===== config.mk =====
export PLATFORM = sky130hd
export DESIGN_NAME = jk_bank_arbiter
export DESIGN_NICKNAME = d
export VERILOG_FILES = /design/src/rtl/jk_bank_arbiter.sv
export SDC_FILE = /design/constraint.sdc
export NUM_CORES = 1
export LEC_CHECK = 0
export BUFFER_PORTS_ARGS = -buffer_cell sky130_fd_sc_hd__buf_2
export CAP_MARGIN = 20
export CELL_PAD_IN_SITES_DETAIL_PLACEMENT = 0
export CELL_PAD_IN_SITES_GLOBAL_PLACEMENT = 1
export CORE_UTILIZATION = 35
export DETAILED_ROUTE_END_ITERATION = 7
export PLACE_DENSITY = 0.87
export SYNTH_ARGS = -nofsm -noshare
export SYNTH_HDL_FRONTEND = slang
export SYNTH_SLANG_ARGS = --single-unit

===== constraint.sdc =====
create_clock -name clk -period 2.76 [get_ports clk]
set_input_delay 0.138 -clock clk [delete_from_list [all_inputs] [get_ports clk]]
set_output_delay 0.138 -clock clk [all_outputs]
set_load 0.1 [all_outputs]

===== src/rtl/jk_bank_arbiter.sv =====
// jk_bank_arbiter: round-robin front end that shares a bank of JK flip-flops
// among several requesters. Each accepted command produces a one-cycle J/K
// pulse on its target flip-flop. One cycle later the flip-flop's Q is
// returned to the requester that sent the command.
//
// Handshake: a requester raises req_valid[r] and holds its op and idx steady
// until req_ready[r] is seen high. The transfer happens on the rising edge
// where both are high. req_ready is combinational and is only high in IDLE,
// for the single round-robin winner. A request that is dropped before it is
// granted is simply not served.
module jk_bank_arbiter #(
    parameter int WIDTH   = 8,
    parameter int NUM_REQ = 4,
    parameter int IDX_W   = (WIDTH > 1) ? $clog2(WIDTH) : 1,
    parameter int ID_W    = (NUM_REQ > 1) ? $clog2(NUM_REQ) : 1
) (
    input  logic                     clk,
    input  logic                     reset,
    input  logic [NUM_REQ-1:0]       req_valid,
    output logic [NUM_REQ-1:0]       req_ready,
    input  logic [2*NUM_REQ-1:0]     req_op,
    input  logic [IDX_W*NUM_REQ-1:0] req_idx,
    output logic [WIDTH-1:0]         jk_j,
    output logic [WIDTH-1:0]         jk_k,
    input  logic [WIDTH-1:0]         q_in,
    output logic                     rsp_valid,
    output logic [ID_W-1:0]          rsp_id,
    output logic                     rsp_q,
    output logic                     rsp_err,
    output logic                     busy,
    output logic [1:0]               dbg_state
);

    typedef enum logic [1:0] {
        S_IDLE    = 2'd0,
        S_ISSUE   = 2'd1,
        S_CAPTURE = 2'd2
    } state_t;

    state_t            r_state;
    state_t            w_next_state;
    logic [ID_W-1:0]   r_rr_ptr;
    logic [ID_W-1:0]   r_id;
    logic [IDX_W-1:0]  r_idx;
    logic              r_err;
    logic [WIDTH-1:0]  r_jk_j;
    logic [WIDTH-1:0]  r_jk_k;

    logic              w_found;
    logic [ID_W-1:0]   w_winner;
    logic [1:0]        w_op;
    logic [IDX_W-1:0]  w_idx;
    logic [WIDTH-1:0]  w_onehot;
    logic              w_idx_err;
    logic              w_grant;
    logic              w_q_sel;

    // Round-robin search: the first valid requester after the last winner, wrapping around.
    always_comb begin
        w_found  = 1'b0;
        w_winner = '0;
        for (int i = 1; i <= NUM_REQ; i++) begin
            for (int r = 0; r < NUM_REQ; r++) begin
                if (!w_found && req_valid[r] && (r == (int'(r_rr_ptr) + i) % NUM_REQ)) begin
                    w_found  = 1'b1;
                    w_winner = ID_W'(r);
                end
            end
        end
    end

    // Select the winner's command fields, decode the target one-hot, and drive ready.
    always_comb begin
        w_op      = '0;
        w_idx     = '0;
        w_onehot  = '0;
        req_ready = '0;
        w_grant   = (r_state == S_IDLE) && w_found;
        for (int r = 0; r < NUM_REQ; r++) begin
            if (int'(w_winner) == r) begin
                w_op  = req_op[2*r +: 2];
                w_idx = req_idx[IDX_W*r +: IDX_W];
            end
            req_ready[r] = w_grant && (int'(w_winner) == r);
        end
        for (int b = 0; b < WIDTH; b++) begin
            w_onehot[b] = (int'(w_idx) == b);
        end
        w_idx_err = (int'(w_idx) >= WIDTH);
    end

    // State register.
    always_ff @(posedge clk) begin
        if (reset) begin
            r_state <= S_IDLE;
        end else begin
            r_state <= w_next_state;
        end
    end

    // Next state: IDLE waits for a grant, then one ISSUE cycle and one CAPTURE cycle.
    always_comb begin
        w_next_state = r_state;
        case (r_state)
            S_IDLE:    if (w_found) w_next_state = S_ISSUE;
            S_ISSUE:   w_next_state = S_CAPTURE;
            S_CAPTURE: w_next_state = S_IDLE;
            default:   w_next_state = S_IDLE;
        endcase
    end

    // Latch the granted command. J/K is registered, so the pulse lands exactly in ISSUE.
    always_ff @(posedge clk) begin
        if (reset) begin
            r_rr_ptr <= ID_W'(NUM_REQ - 1);
            r_id     <= '0;
            r_idx    <= '0;
            r_err    <= 1'b0;
            r_jk_j   <= '0;
            r_jk_k   <= '0;
        end else begin
            r_jk_j <= '0;
            r_jk_k <= '0;
            if (w_grant) begin
                r_rr_ptr <= w_winner;
                r_id     <= w_winner;
                r_idx    <= w_idx;
                r_err    <= w_idx_err;
                // An out-of-range index has an all-zero one-hot, so no flip-flop is disturbed.
                r_jk_j   <= w_op[1] ? w_onehot : '0;
                r_jk_k   <= w_op[0] ? w_onehot : '0;
            end
        end
    end

    // Pick the target's Q straight from the bank; an out-of-range index reads as 0.
    always_comb begin
        w_q_sel = 1'b0;
        for (int b = 0; b < WIDTH; b++) begin
            if (int'(r_idx) == b) w_q_sel = q_in[b];
        end
    end

    // Response outputs are only non-zero in CAPTURE, after the bank has taken its update.
    always_comb begin
        rsp_valid = (r_state == S_CAPTURE);
        rsp_id    = rsp_valid ? r_id : '0;
        rsp_err   = rsp_valid && r_err;
        rsp_q     = rsp_valid && !r_err && w_q_sel;
        busy      = (r_state != S_IDLE);
        jk_j      = r_jk_j;
        jk_k      = r_jk_k;
        dbg_state = r_state;
    end

endmodule


# [Yosys cells after proc, flatten, opt, wreduce, memory -nomap -nowiden]
# Cells that the tools add are included.
[word_totals] register_bits=25 out_inout_bits=28 elab_cells=166
[op_classes] add_sub_neg=4 eq_ne=32 mux=50 bitwise=7 n_reduce_logical=67
[op_table] operator="logical NOT 32 bit" n=4
[op_table] operator="2-to-1 mux 2 bit" n=20
[op_table] operator="logical AND 1 bit" n=37
[op_table] operator="2-to-1 mux 1 bit" n=25
[op_table] operator="== test 3 bit, first input constant" n=8
[op_table] operator="== test 3 bit, second input constant" n=8
[op_table] operator="logical NOT 1 bit" n=15
[op_table] operator="== test 2 x 3 -> 1 bit, first input constant" n=4
[op_table] operator="== test 3 x 2 -> 1 bit, second input constant" n=4
[op_table] operator="2-to-1 mux 3 bit" n=4
[op_table] operator="OR reduction 2 bit" n=4
[op_table] operator="== test 2 bit, second input constant" n=3
[op_table] operator="== test 3 x 1 -> 1 bit, second input constant" n=2
[op_table] operator="logical NOT 3 bit" n=2
[op_table] operator="OR reduction 3 bit" n=2
[op_table] operator="adder 2 x 1 -> 2 bit, second input constant" n=2
[op_table] operator="adder 2 bit, second input constant" n=2
[op_table] operator="bitwise AND 1 bit, first input constant" n=4
[op_table] operator="== test 2 x 1 -> 1 bit, second input constant" n=2
[op_table] operator="logical NOT 2 bit" n=2
[op_table] operator="one-hot mux 2 bit (2 select lines)" n=1
[op_table] operator="NOT 1 bit" n=3
[op_table] operator="!= test 2 bit, second input constant" n=1
[op_table] operator="nonzero test 2 bit" n=1

# [Depth between registers and ports, before layout]
[logic_depth] ltp_word=73 mapped_depth=8 depth_no_buf=7

# [Worst setup path before layout]
# Ideal clock, no wire load.
[synth_timing] path_kind="register to output" startpoint="register r_state[1], in the netlist dbg_state[1]" endpoint="output req_ready[0]" t_arrival_ps=4467 required_time_ps=2622 path_slack_ps=-1845 stages_incl_launch_ff=4 path_buffers=0 cell_sequence="dfxtp_1 -> or2_2 -> a21o_1 -> nor4_1"
[synth_between] elab_chain_len=3
[synth_rtl] element="from (decl)" line="40" text="state_t r_state;"
[synth_rtl] element="from (signal assigned)" line="97" text="r_state <= w_next_state;"
[synth_rtl] element="logical NOT 2 bit" line="78" text="w_grant = (r_state == S_IDLE) && w_found;"
[synth_rtl] element="logical AND 1 bit" line="78"
[synth_rtl] element="logical AND 1 bit" line="84" text="req_ready[r] = w_grant && (int'(w_winner) == r);"
[synth_rtl] element="to (decl)" line="20" text="output logic [NUM_REQ-1:0] req_ready,"
# Every way passes these cells.

# [Worst setup path in the final report]
[layout_timing] startpoint="register r_rr_ptr[1]" endpoint="output req_ready[0]"
[layout_between] elab_chain_len=68 elab_cells_between_ends=108 cone_classes="add/sub (4); eq/ne (12); mux (31); bitwise (4); reduce/logical (57)"
[layout_rtl] element="from (decl)" line="42" text="logic [ID_W-1:0] r_rr_ptr;"
[layout_rtl] element="from (signal assigned)" line="115" text="r_rr_ptr <= ID_W'(NUM_REQ - 1);"
[layout_rtl] element="from (signal assigned)" line="125" text="r_rr_ptr <= w_winner;"
[layout_rtl] element="adder 2 x 1 -> 2 bit" line="64" text="if (!w_found && req_valid[r] && (r == (int'(r_rr_ptr) + i) % NUM_REQ)) begin"
[layout_rtl] element="OR reduction 2 bit (no source line)"
[layout_rtl] element="bitwise AND 1 bit (no source line)"
[layout_rtl] element="logical NOT 32 bit" line="64"
[layout_rtl] element="logical AND 1 bit" line="64"
[layout_rtl] element="2-to-1 mux 1 bit" line="64"
[layout_rtl] element="logical NOT 1 bit" line="64"
[layout_rtl] element="logical AND 1 bit (2 in a row)" line="64"
[layout_rtl] element="(+49 left out)"
[layout_rtl] element="logical NOT 1 bit" line="64"
[layout_rtl] element="logical AND 1 bit (2 in a row)" line="64"
[layout_rtl] element="2-to-1 mux 1 bit" line="64"
[layout_rtl] element="logical NOT 1 bit" line="64"
[layout_rtl] element="logical AND 1 bit (2 in a row)" line="64"
[layout_rtl] element="2-to-1 mux 2 bit or 2-to-1 mux 1 bit (tied branches)" line="64"
[layout_rtl] element="logical NOT 2 bit or logical AND 1 bit (tied branches)" line="84, 78"
[layout_rtl] element="logical AND 1 bit *" line="84"
# Every way passes the cells marked *; elsewhere a longest branch is shown, timed or not.

==> out/metrics.csv <==
metric;value;unit
run status;finished, final reports clean;
utilization after layout;0.478;
EDFF count, synth;0;
setup tns final;0;ns
Post-synth ARST share;0;
Routed WL;3.36;mm
Crit Path Max Fanout;14;
clock tree buffer depth;2;
Worst slew margin;0.651;
Max-Cap Viols;0;
Worst Tran Pin Value;0.521;ns
full die area;4080;sq um
filler instances;381;
number of H-tree levels;1;
min cycle time layout;2.51;ns
CTS resizes;0;
f_max;398;MHz
Final HPWL DP;2.76;mm
initial antenna violation count;0;
Setup crit end kind;output pin;
Final GP Congestion;0.853;
Synth Area in Simple Gates;0.259;
port bufs;60;
Netlist cell types;48;
post-synthesis instance area;1340;sq um
Clock transition at path regs;0.08;ns
first-pass GRT wire length;5.78;mm
yosys warns;0;
drt wl/cell;13.3;microns
Setup crit start kind;register;
Peak supply drop;279;uV
met1 Use GR;0.226;
largest family of logic cells by synthesized area;compound AO/OA/AOI/OAI gates;
mux share of post-synthesis cell area;0.0486;
layout cells sized above 1;0.444;
Most Used Layer, Global Route;met2;
post-synthesis xor/xnor area fraction;0;
clk_lat worst skew;0.27;ns
die width;63.9;microns
TritonRoute pass-1 iters;4;
Residual DRC;0;
HP Class;in2reg;
Clock Skew;0.00791;ns
row cnt;22;
CTS buffer count;3;
number of global-route vias before repair;1263;
grt met3 use;0.0429;
clk root buf;clkbuf_8;
clock sink total;25;
max-slew violations;0;
Syn Area/Cell;9.18;sq um
pin count of the biggest net entering global routing;16;
register area;500;sq um
final setup vio count;0;
final worst-path cycle share;0.910;
Mapped Nets;180;
setup bufs post-CTS;0;
CP arrival;2.37;ns
Initial Utilization;0.366;
leading register cell type out of synthesis;dfxtp_1;
power per cell area;650;nW/um^2
Floorplan Core Area;3660;sq um
initial drt markers;66;
Setup CP Type;reg2out;
RSZ-0062 raised after global routing;no;
Final ANT Viol Nets;0;
routed vias/inst;5.04;
Final nets;240;
IO Pins;62;
total track usage;0.180;
GRT overflow;0;
final hold vios;0;
Synth Area in Compound Gates;0.270;
Critical Path RT;2.62;ns
Seq cells post-synth;25;
Lkg Pwr;0.809;nW
Hold-fix buffers, CTS;0;
register area share after synthesis;0.373;
met2 Resource Use GR;0.301;
layout overhead on the synthesized area;30.6;%
CTS tree;built;
adder-cell share of the synthesized area;0;
routed via count;1275;
antenna fix cells;0;
die height;63.9;microns
Post-Synthesis Cells;146;
footprint of the multi-input gates;826;sq um
[layout make-up]
type | count | share of cell area
Sequential cell | 25 | 0.286
Multi-Input combinational cell | 112 | 0.472
Inverter | 4 | 0.00858
Tap cell | 48 | 0.0343
Clock inverter | 1 | 0.00429
Clock buffer | 3 | 0.0236
Timing Repair Buffer | 60 | 0.172
[worst max-delay path, cell delays in order, from the launching register on]
cell	delay, ns
dfxtp_1	0.64
a21boi_0	0.17
o21ba_2	0.26
or2_1	0.34
nor4_4	0.24
buf_2	0.46
[metrics by stage]
step / worst slack, ns / std cells / cell area [sq um] / power, mW / hold WS, ns
floorplan: -0.0687 / 146 / 1390 / 0.845 / 0.207
global placement: 0.579 / 249 / 1700 / 0.928 / 0.415
detailed placement: 0.522 / 249 / 1700 / 0.935 / 0.412
CTS: 0.221 / 253 / 1750 / 1.15 / 0.132
global route: 0.100 / 253 / 1750 / 1.20 / 0.149
finish: 0.248 / 253 / 1750 / 1.14 / 0.138
[cell usage after synthesis (all sizes together), types with 2 or more instances]
cell type	n	area share
nor3	2	0.0075
dfxtp	25	0.37
nand3	3	0.019
nand3b	5	0.028
a21o	5	0.029
buf	3	0.022
a22o	2	0.013
o21ai	10	0.037
o2bb2ai	2	0.013
nand2	7	0.021
nor2	24	0.067
mux4	2	0.034
nor2b	6	0.034
or2	3	0.016
clkbuf	2	0.013
o221ai	3	0.034
and2b	2	0.014
and2	3	0.015
a211oi	3	0.021
a211o	3	0.020
a21oi	4	0.015
nand2b	5	0.027
o221a	2	0.017
inv	4	0.011
a221oi	3	0.020
mux2i	2	0.015
o21a	2	0.011
o2111ai	2	0.013
[sequential cells by signal (all words and copies together) (netlist names)]
name / cells
dbg_state: 2
jk_j: 8
jk_k: 8
r_id: 2
r_idx: 3
r_rr_ptr: 2
[power breakdown]
group / switching (mW) / internal [mW] / leakage, nW
logic: 0.362 / 0.147 / 0.583
registers: 0.0264 / 0.389 / 0.204
clock network: 0.112 / 0.102 / 0.0217
[path summary, 6_finish.rpt]
path | startpoint | to | slack, ns | cells past startpoint
max | r_rr_ptr[1] | req_ready[0] | 0.25 | 5
min | reset | r_id[1] | 0.14 | 2
max reg2reg | r_rr_ptr[1] | jk_j[6] | 0.60 | 6
min reg2reg | r_id[1] | r_id[1] | 0.46 | 2
[cells by family after synthesis]
group                  after synthesis
and+or+nand+nor                     62
AOI/OAI and AO/OA                   45
DFF                                 25
buffers and inverters                9
muxes                                4
other                                1
[layer usage]
metal	share of wire	vias up
met1	0.45	581
met4	0.022	0
met5	0	-
li1	-	645
met3	0.058	6
met2	0.47	43
[cell usage in the layout (no fill, tap or decap), types with 3 or more instances in the layout]
| master | synthesis | layout |
|---|---|---|
| buf_2 | 0 | 60 |
| o221ai_2 | 3 | 3 |
| a21oi_1 | 4 | 4 |
| dfxtp_1 | 25 | 25 |
| inv_1 | 4 | 4 |
| nor2_1 | 24 | 24 |
| a221oi_1 | 3 | 3 |
| nand3b_1 | 5 | 5 |
| a211o_1 | 3 | 3 |
| a21o_1 | 4 | 4 |
| nor2b_4 | 1 | 4 |
| nand2_1 | 6 | 6 |
| nand2b_1 | 3 | 3 |
| clkbuf_8 | 1 | 3 |
| o21ai_0 | 8 | 8 |
Power figures use the tool's default switching activity.
